File: src/rtl/gerador_termometro.sv
`default_nettype none
// +--------------------------------------------------------------------------+
// | gerador_termometro: turns a 0..8 count into a thermometer LED pattern,   |
// | one LED per DIVISOR cycles. Optional macro ESVAZIAR_EN: keep the current |
// | level on start and step up or down. Rev 1.0                              |
// +--------------------------------------------------------------------------+
module gerador_termometro #(
    parameter int DIVISOR = 4
) (
    input  logic       clk,
    input  logic       reset,
    input  logic       start,
    input  logic [3:0] contagem,
    output logic [7:0] leds,
    output logic       ocupado,
    output logic       pronto,
    output logic [3:0] nivel
);

    localparam logic [15:0] PRESC_MAX = 16'(DIVISOR - 1);

    typedef enum logic [1:0] {
        OCIOSO   = 2'd0,
        PREENCHE = 2'd1,
        CONCLUI  = 2'd2
    } state_t;

    state_t      state, state_nx;
    logic [15:0] presc, presc_nx;
    logic [3:0]  alvo, alvo_nx;
    logic [7:0]  leds_nx;
    logic [3:0]  nivel_nx;

    always_ff @(posedge clk or posedge reset) begin
        if (reset) begin
            state   <= OCIOSO;
            presc   <= '0;
            alvo    <= '0;
            leds    <= '0;
            nivel   <= '0;
            ocupado <= 1'b0;
            pronto  <= 1'b0;
        end else begin
            state   <= state_nx;
            presc   <= presc_nx;
            alvo    <= alvo_nx;
            leds    <= leds_nx;
            nivel   <= nivel_nx;
            ocupado <= (state_nx != OCIOSO);
            pronto  <= (state_nx == CONCLUI);
        end
    end

    always_comb begin
        state_nx = state;
        presc_nx = presc;
        alvo_nx  = alvo;
        leds_nx  = leds;
        nivel_nx = nivel;
        case (state)
            OCIOSO: begin
                if (start) begin
                    alvo_nx  = (contagem > 4'd8) ? 4'd8 : contagem;
                    presc_nx = '0;
`ifndef ESVAZIAR_EN
                    leds_nx  = '0;
                    nivel_nx = '0;
`endif
                    state_nx = PREENCHE;
                end
            end
            PREENCHE: begin
                presc_nx = (presc == PRESC_MAX) ? 16'd0 : presc + 16'd1;
                // Completion is checked before stepping so the last step is visible for one full cycle.
                if (nivel == alvo) begin
                    state_nx = CONCLUI;
                end else if (presc == PRESC_MAX) begin
                    if (nivel < alvo) begin
                        leds_nx  = {leds[6:0], 1'b1};
                        nivel_nx = nivel + 4'd1;
                    end
`ifdef ESVAZIAR_EN
                    else begin
                        leds_nx  = {1'b0, leds[7:1]};
                        nivel_nx = nivel - 4'd1;
                    end
`endif
                end
            end
            CONCLUI: state_nx = OCIOSO;
            default: state_nx = OCIOSO;
        endcase
    end

endmodule
`default_nettype wire

File: config.mk
export PLATFORM = sky130hd
export DESIGN_NAME = gerador_termometro
export DESIGN_NICKNAME = d
export VERILOG_FILES = /design/src/rtl/gerador_termometro.sv
export SDC_FILE = /design/constraint.sdc
export NUM_CORES = 1
export LEC_CHECK = 0
export CAP_MARGIN = 5
export CORE_UTILIZATION = 39
export DETAILED_ROUTE_END_ITERATION = 10
export GPL_TIMING_DRIVEN = 0
export PLACE_DENSITY = 0.69
export SLEW_MARGIN = 20
export SYNTH_ARGS = -nofsm -noshare
export SYNTH_HDL_FRONTEND = slang
export SYNTH_SLANG_ARGS = --single-unit
File: constraint.sdc
create_clock -name clk -period 1.75 [get_ports clk]
set_input_delay 0.175 -clock clk [delete_from_list [all_inputs] [get_ports clk]]
set_output_delay 0.175 -clock clk [all_outputs]
set_load 0.02 [all_outputs]
==> flow_summary.json, run 1 <==
{
  "yosysSeqAreaShare": 0.4921,
  "cts_tree": "built",
  "critPathTopFamily": "simple AND/OR/NAND/NOR gates",
  "r2r_setup_slack_ns": -0.05,
  "path_cells": "ha_4 > nor4b_4 > nand4_1 > buf_4 > nand2b_4 > buf_6 > or3_1 > o21ai_1",
  "drcViolationCount": 4,
  "vias_per_cell": 5.689,
  "r2r-start": "presc[0]",
  "powerDensity_nw_per_um2": 1538,
  "fin_tns_setup_ns": -0.1015,
  "multi_input_area_sq_um": 1025,
  "crit_path_max_incr_delay_ns": 0.43,
  "grt_pass1_vias": 1512,
  "crit_path_top_delay_cell": "dfrtp_1",
  "io_pins": 21,
  "reg2reg_to": "presc[12]",
  "worst_ir_drop_vdd_v": 0.0006891,
  "synthDistinctLibCells": 40,
  "power.leakage_nw": 1.138,
  "finalMaxSlewViolations": 0,
  "hold_class": "in -> async",
  "synthTopCellsByArea": "dfrtp_1, a22o_1, ha_1",
  "drtPass1Iterations": 7,
  "start_util": 0.4119,
  "synth_cells": 185,
  "cts.clk_slew.worst_paths_ns": 0.07,
  "htreeDepth": 2,
  "path_depth": 8,
  "drive_gt1_frac": 0.2821,
  "grt_start_max_net_pins": 24,
  "nFillCells": 381,
  "drt-total-wl_microns": 4571,
  "path_buf_inv": 2,
  "core-area_sq_um": 4444,
  "status": "complete, but fails checks",
  "yosysWarningCount": 0,
  "cp-end-kind": "flop",
  "placedCellCount": 258,
  "tightest_slew_ns": 0.4729,
  "crit_start": "presc[0]",
  "violations": "DRC, setup timing",
  "setup_viol": 4,
  "fin_area_sq_um": 2587,
  "io_buffers": 20,
  "min_period_over_period": 1.026,
  "period_needed_ns": 1.795,
  "worstSetupPathType": "reg -> reg",
  "grt_pass1_wl_microns": 7196,
  "worstPathRequired_ns": 1.96,
  "seqCellArea_sq_um": 907.1,
  "worstRegToRegCells": 8,
  "vias": 1627,
  "nNetsFinal": 247,
  "worst_slack_ns": -0.04530,
  "place_area_sq_um": 2180,
  "syn-num-nets": 198,
  "area_growth_pct": 41.35,
  "cts_buffer_depth": 2,
  "relSlewSlack": 0.6847,
  "finalNonFillerCells": 286,
  "synth_top_area_cell": "dfrtp_1",
  "synth.most_common_cell": "dfrtp_1",
  "finClkSkew_ns": 0.006790,
  "drt_iter0_drc": 148,
  "cts_buffers": 5,
  "finalHoldViolations": 0,
  "ys.flop_type": "dfrtp_1",
  "finalCoreUtilization": 0.5822,
  "overflow": 0,
  "synth_top_area_frac": 0.4921,
  "chipWidth_microns": 70.51,
  "die_y_microns": 70.51,
  "syn_area_per_cell_sq_um": 9.895,
  "wire_per_inst_microns": 15.98,
  "cts.hold.buffers_added": 0,
  "antennaDiodeCount": 0,
  "track_usage": 0.1882,
  "root_buffer": "clkbuf_8",
  "synth_seq_cells": 36,
  "synth-edff-count": 0,
  "place_congestion": 0.7844,
  "crit_arrival_ns": 2.01,
  "cp-endpoint": "presc[12]",
  "rsz0062_at_grt": "yes",
  "synthTopCellsByCount": "dfrtp_1, nand2_1, o21ai_0, inv_1, nor2_1",
  "synthArstFlopShare": 1.000,
  "design.die.area_sq_um": 4972,
  "max_clock_freq_ghz": 0.5570,
  "crit_fanout": 7,
  "row_count": 24,
  "clock_latency_ns": 0.29,
  "start_kind": "flop",
  "syn_area_sq_um": 1831,
  "cts.sinks": 36,
  "antenna_left": 0,
  "hpwl_microns": 2638,
  "antenna_found_initial": 0,
  "dp_slack_ns": -0.2321,
  "max_cap_viol_count": 0
}
## layout by cell type, fill, tap and decap left out, types with 2 or more instances in the layout
cell type / count
a21o_1: 3
a21oi_1: 6
a21oi_2: 2
a22o_1: 9
a31oi_1: 7
buf_4: 21
buf_6: 3
clkbuf_8: 7
clkdlybuf4s50_1: 20
dfrtp_1: 31
dfrtp_2: 5
ha_1: 2
ha_4: 4
inv_1: 8
inv_2: 3
mux2i_1: 2
nand2_1: 18
nand2b_1: 4
nand2b_4: 2
nand3_1: 9
nand4_1: 7
nor2_1: 8
nor3_1: 5
nor3_4: 2
nor4_4: 3
o21ai_0: 8
o21ai_1: 5
or3_1: 3
## worst min path at each step
stage	slack (ns)	start	end	cells past startpoint
finish	0.17	reset	alvo[1]	2
global route	0.19	reset	alvo[1]	2
global placement	0.47	alvo[2]	alvo[2]	2
floorplan	0.32	contagem[0]	alvo[0]	2
CTS	0.17	reset	leds[1]	2
detailed placement	0.48	reset	leds[7]	2
## timing repair
action                                 4_1_cts  5_1_grt
setup buffers                               15        5
setup endpoints to repair                   27       28
gates cloned                                 1        1
resized for setup                           13       23
pin swaps                                   10       13
endpoints found under the hold margin        0        0
## layout make-up
cell class | instances | area share
Buffer | 6 | 0.01692
Clock buffer | 7 | 0.03723
Inverter | 11 | 0.01596
Multi-Input combinational cell | 131 | 0.3960
Sequential cell | 36 | 0.3506
Tap cell | 52 | 0.02515
Timing Repair Buffer | 43 | 0.1581
## flip-flops by register name, indices dropped and copies added (netlist names)
signal / cells
alvo: 4
leds: 8
ocupado: 1
pronto: 1
state: 2
presc: 16
nivel: 4
## power breakdown
| part | internal (W) | total, W | leakage [nW] | switching [W] |
|---|---|---|---|---|
| registers | 0.00103 | 0.00124 | 0.473 | 0.000206 |
| logic | 0.000971 | 0.00210 | 0.614 | 0.00113 |
| clock network | 0.000351 | 0.000644 | 0.0503 | 0.000294 |
## per-layer routing
layer  track usage  up-vias  part of all wire
met5             0        -                 0
met4       0.07483        0             0.026
met3       0.04906       14             0.048
met2        0.2891       50              0.47
met1        0.2542      786              0.45
li1              -      777                 -
## cells by family after synthesis
family,share of synthesized area
AOI/OAI and AO/OA,0.1811
adders and majority gates,0.04101
buffers and inverters,0.04511
DFF,0.4921
muxes,0.01709
and+or+nand+nor,0.2235
## per-stage QoR
step	total power [W]	hold slack [ns]
after floorplan	0.002306	0.3231
after global placement	0.002710	0.4657
after detailed placement	0.002743	0.4761
after CTS	0.003682	0.1690
after global routing	0.004237	0.1946
final	0.003980	0.1683
Note: power is estimated with default switching activity, not from simulation.
==> run 2, diff against run 1 <==
--- a/config.mk
+++ b/config.mk
@@ -9,7 +9,6 @@
 export CORE_UTILIZATION = 39
 export DETAILED_ROUTE_END_ITERATION = 10
 export GPL_TIMING_DRIVEN = 0
-export PLACE_DENSITY = 0.69
 export SLEW_MARGIN = 20
 export SYNTH_ARGS = -nofsm -noshare
 export SYNTH_HDL_FRONTEND = slang
==> run 2 against run 1 <==
Against the previous run:
- core utilization is 1.5 points higher
- clock power is 7.0% lower
- routed wire length is 5.2% higher
- sequential share of layout area is 0.69 points lower
- first-iteration DRC count is 26% lower
- via count is 2.8% higher
- the flow still finishes with violations (DRC, setup timing)
- die area stayed put
- sequential power hardly changed
- critical path type unchanged
==> flow_summary.json, run 2 (same netlist as run 1, synthesis figures left out) <==
{
  "fin_tns_setup_ns": -0.06345,
  "nNetsFinal": 251,
  "vias": 1672,
  "htreeDepth": 2,
  "cts_buffers": 5,
  "area_growth_pct": 44.98,
  "worstPathRequired_ns": 1.97,
  "final_common_cell": "dfrtp_1",
  "place_area_sq_um": 2152,
  "cts_buffer_depth": 2,
  "track_usage": 0.1959,
  "period_needed_ns": 1.802,
  "drcViolationCount": 2,
  "crit_fanout": 5,
  "grt_start_max_net_pins": 37,
  "dp_slack_ns": -0.2606,
  "overflow": 0,
  "drt-total-wl_microns": 4810,
  "violations": "DRC, setup timing",
  "largest_reg_flops": 16,
  "status": "complete, but fails checks",
  "layout_common_cells": "dfrtp_1, buf_4, clkdlybuf4s50_1",
  "max_clock_freq_ghz": 0.5548,
  "worst_ir_drop_vdd_v": 0.0008607,
  "min_period_over_period": 1.030,
  "chipWidth_microns": 70.51,
  "largestRegisters": "presc x16, leds x8",
  "drive_gt1_frac": 0.3347,
  "cts.clk_slew.worst_paths_ns": 0.07,
  "setup_viol": 2,
  "clock_latency_ns": 0.28,
  "io_buffers": 20,
  "cts_tree": "built",
  "rsz0062_at_grt": "yes",
  "cts.sinks": 36,
  "drtPass1Iterations": 7,
  "grt_pass1_vias": 1542,
  "antenna_found_initial": 0,
  "cp-end-kind": "flop",
  "place_congestion": 0.7960,
  "wire_per_inst_microns": 16.53,
  "fin_area_sq_um": 2654,
  "grt_pass1_wl_microns": 7458,
  "start_util": 0.4119,
  "root_buffer": "clkbuf_8",
  "antennaDiodeCount": 0,
  "powerDensity_nw_per_um2": 1601,
  "die_y_microns": 70.51,
  "crit_arrival_ns": 2.02,
  "finalHoldViolations": 0,
  "worst_slack_ns": -0.05237,
  "start_kind": "flop",
  "hold_class": "in -> async",
  "worstSetupPathType": "reg -> reg",
  "core-area_sq_um": 4444,
  "finClkSkew_ns": 0.005852,
  "antenna_left": 0,
  "io_pins": 21,
  "max_cap_viol_count": 0,
  "finalCoreUtilization": 0.5971,
  "top_register": "presc",
  "relSlewSlack": 0.5009,
  "cts.hold.buffers_added": 0,
  "vias_per_cell": 5.746,
  "tightest_slew_ns": 0.7476,
  "power_w": 0.004248,
  "row_count": 24,
  "finalMaxSlewViolations": 0,
  "drt_iter0_drc": 110,
  "power.leakage_nw": 1.155,
  "design.die.area_sq_um": 4972,
  "hpwl_microns": 2786
}
[run 2: cell count changes in the layout (fill, tap and decap cells not counted), sizes merged]
cell / previous run / this run
buf: 27 / 30
clkbuf: 9 / 10
nand2b: 6 / 7
[run 2: through the flow]
step	hold slack [ns]	std cells
global placement	0.4741	257
floorplan	0.3231	185
finish	0.3414	291
detailed placement	0.4920	257
CTS	0.3733	279
global route	0.4116	291
[run 2: layout make-up]
class	count	area, sq um
inverters	11	41.29
well taps	52	65.06
repair buffers	46	404.1
multi-input cells	132	1094
flip-flops and latches	36	912.1
fillers	383	1790
clock buffers	8	90.09
plain buffers	6	47.55
[run 2: path summary, 6_finish.rpt]
path,start,endpoint,slack [ns],cells past startpoint
worst max-delay path,presc[12],nivel[2],-0.05,6
worst min-delay path,reset,leds[3],0.34,2
worst max register to register,presc[12],nivel[2],-0.05,6
worst min register to register,alvo[2],alvo[2],0.51,2
max in group asynchronous,reset,presc[2],0.88,2
min in group clk,contagem[1],alvo[1],0.46,3
[run 2: repair_timing]
| item | CTS | global route |
|---|---|---|
| endpoints found under the setup margin | 28 | 27 |
| cloned | 0 | 3 |
| setup buffers | 15 | 10 |
| hold endpoints to repair | 0 | 0 |
| pin swaps | 9 | 9 |
| gates resized for setup | 20 | 36 |
[run 2: report_power, final]
part | internal (W) | switching (W) | total [W]
combinational | 0.00115 | 0.00125 | 0.00240
clock | 0.000321 | 0.000278 | 0.000599
sequential | 0.00103 | 0.000214 | 0.00125
total | 0.00250 | 0.00175 | 0.00425
[run 2: critical path, stage by stage, from the launching register on]
cell and delay [ns]:
dfrtp_2 0.44, nor4_4 0.32, and4_1 0.25, buf_6 0.12, nand2_2 0.05, or4_4 0.48, nand2_2 0.07
[run 2: metal layers]
metal / GRT usage / wire length, microns / part of all wire
met1: 0.2705 / 2132 / 0.44
met2: 0.3064 / 2407 / 0.50
met3: 0.05483 / 213 / 0.044
met4: 0.04762 / 57 / 0.012
met5: 0 / 0 / 0
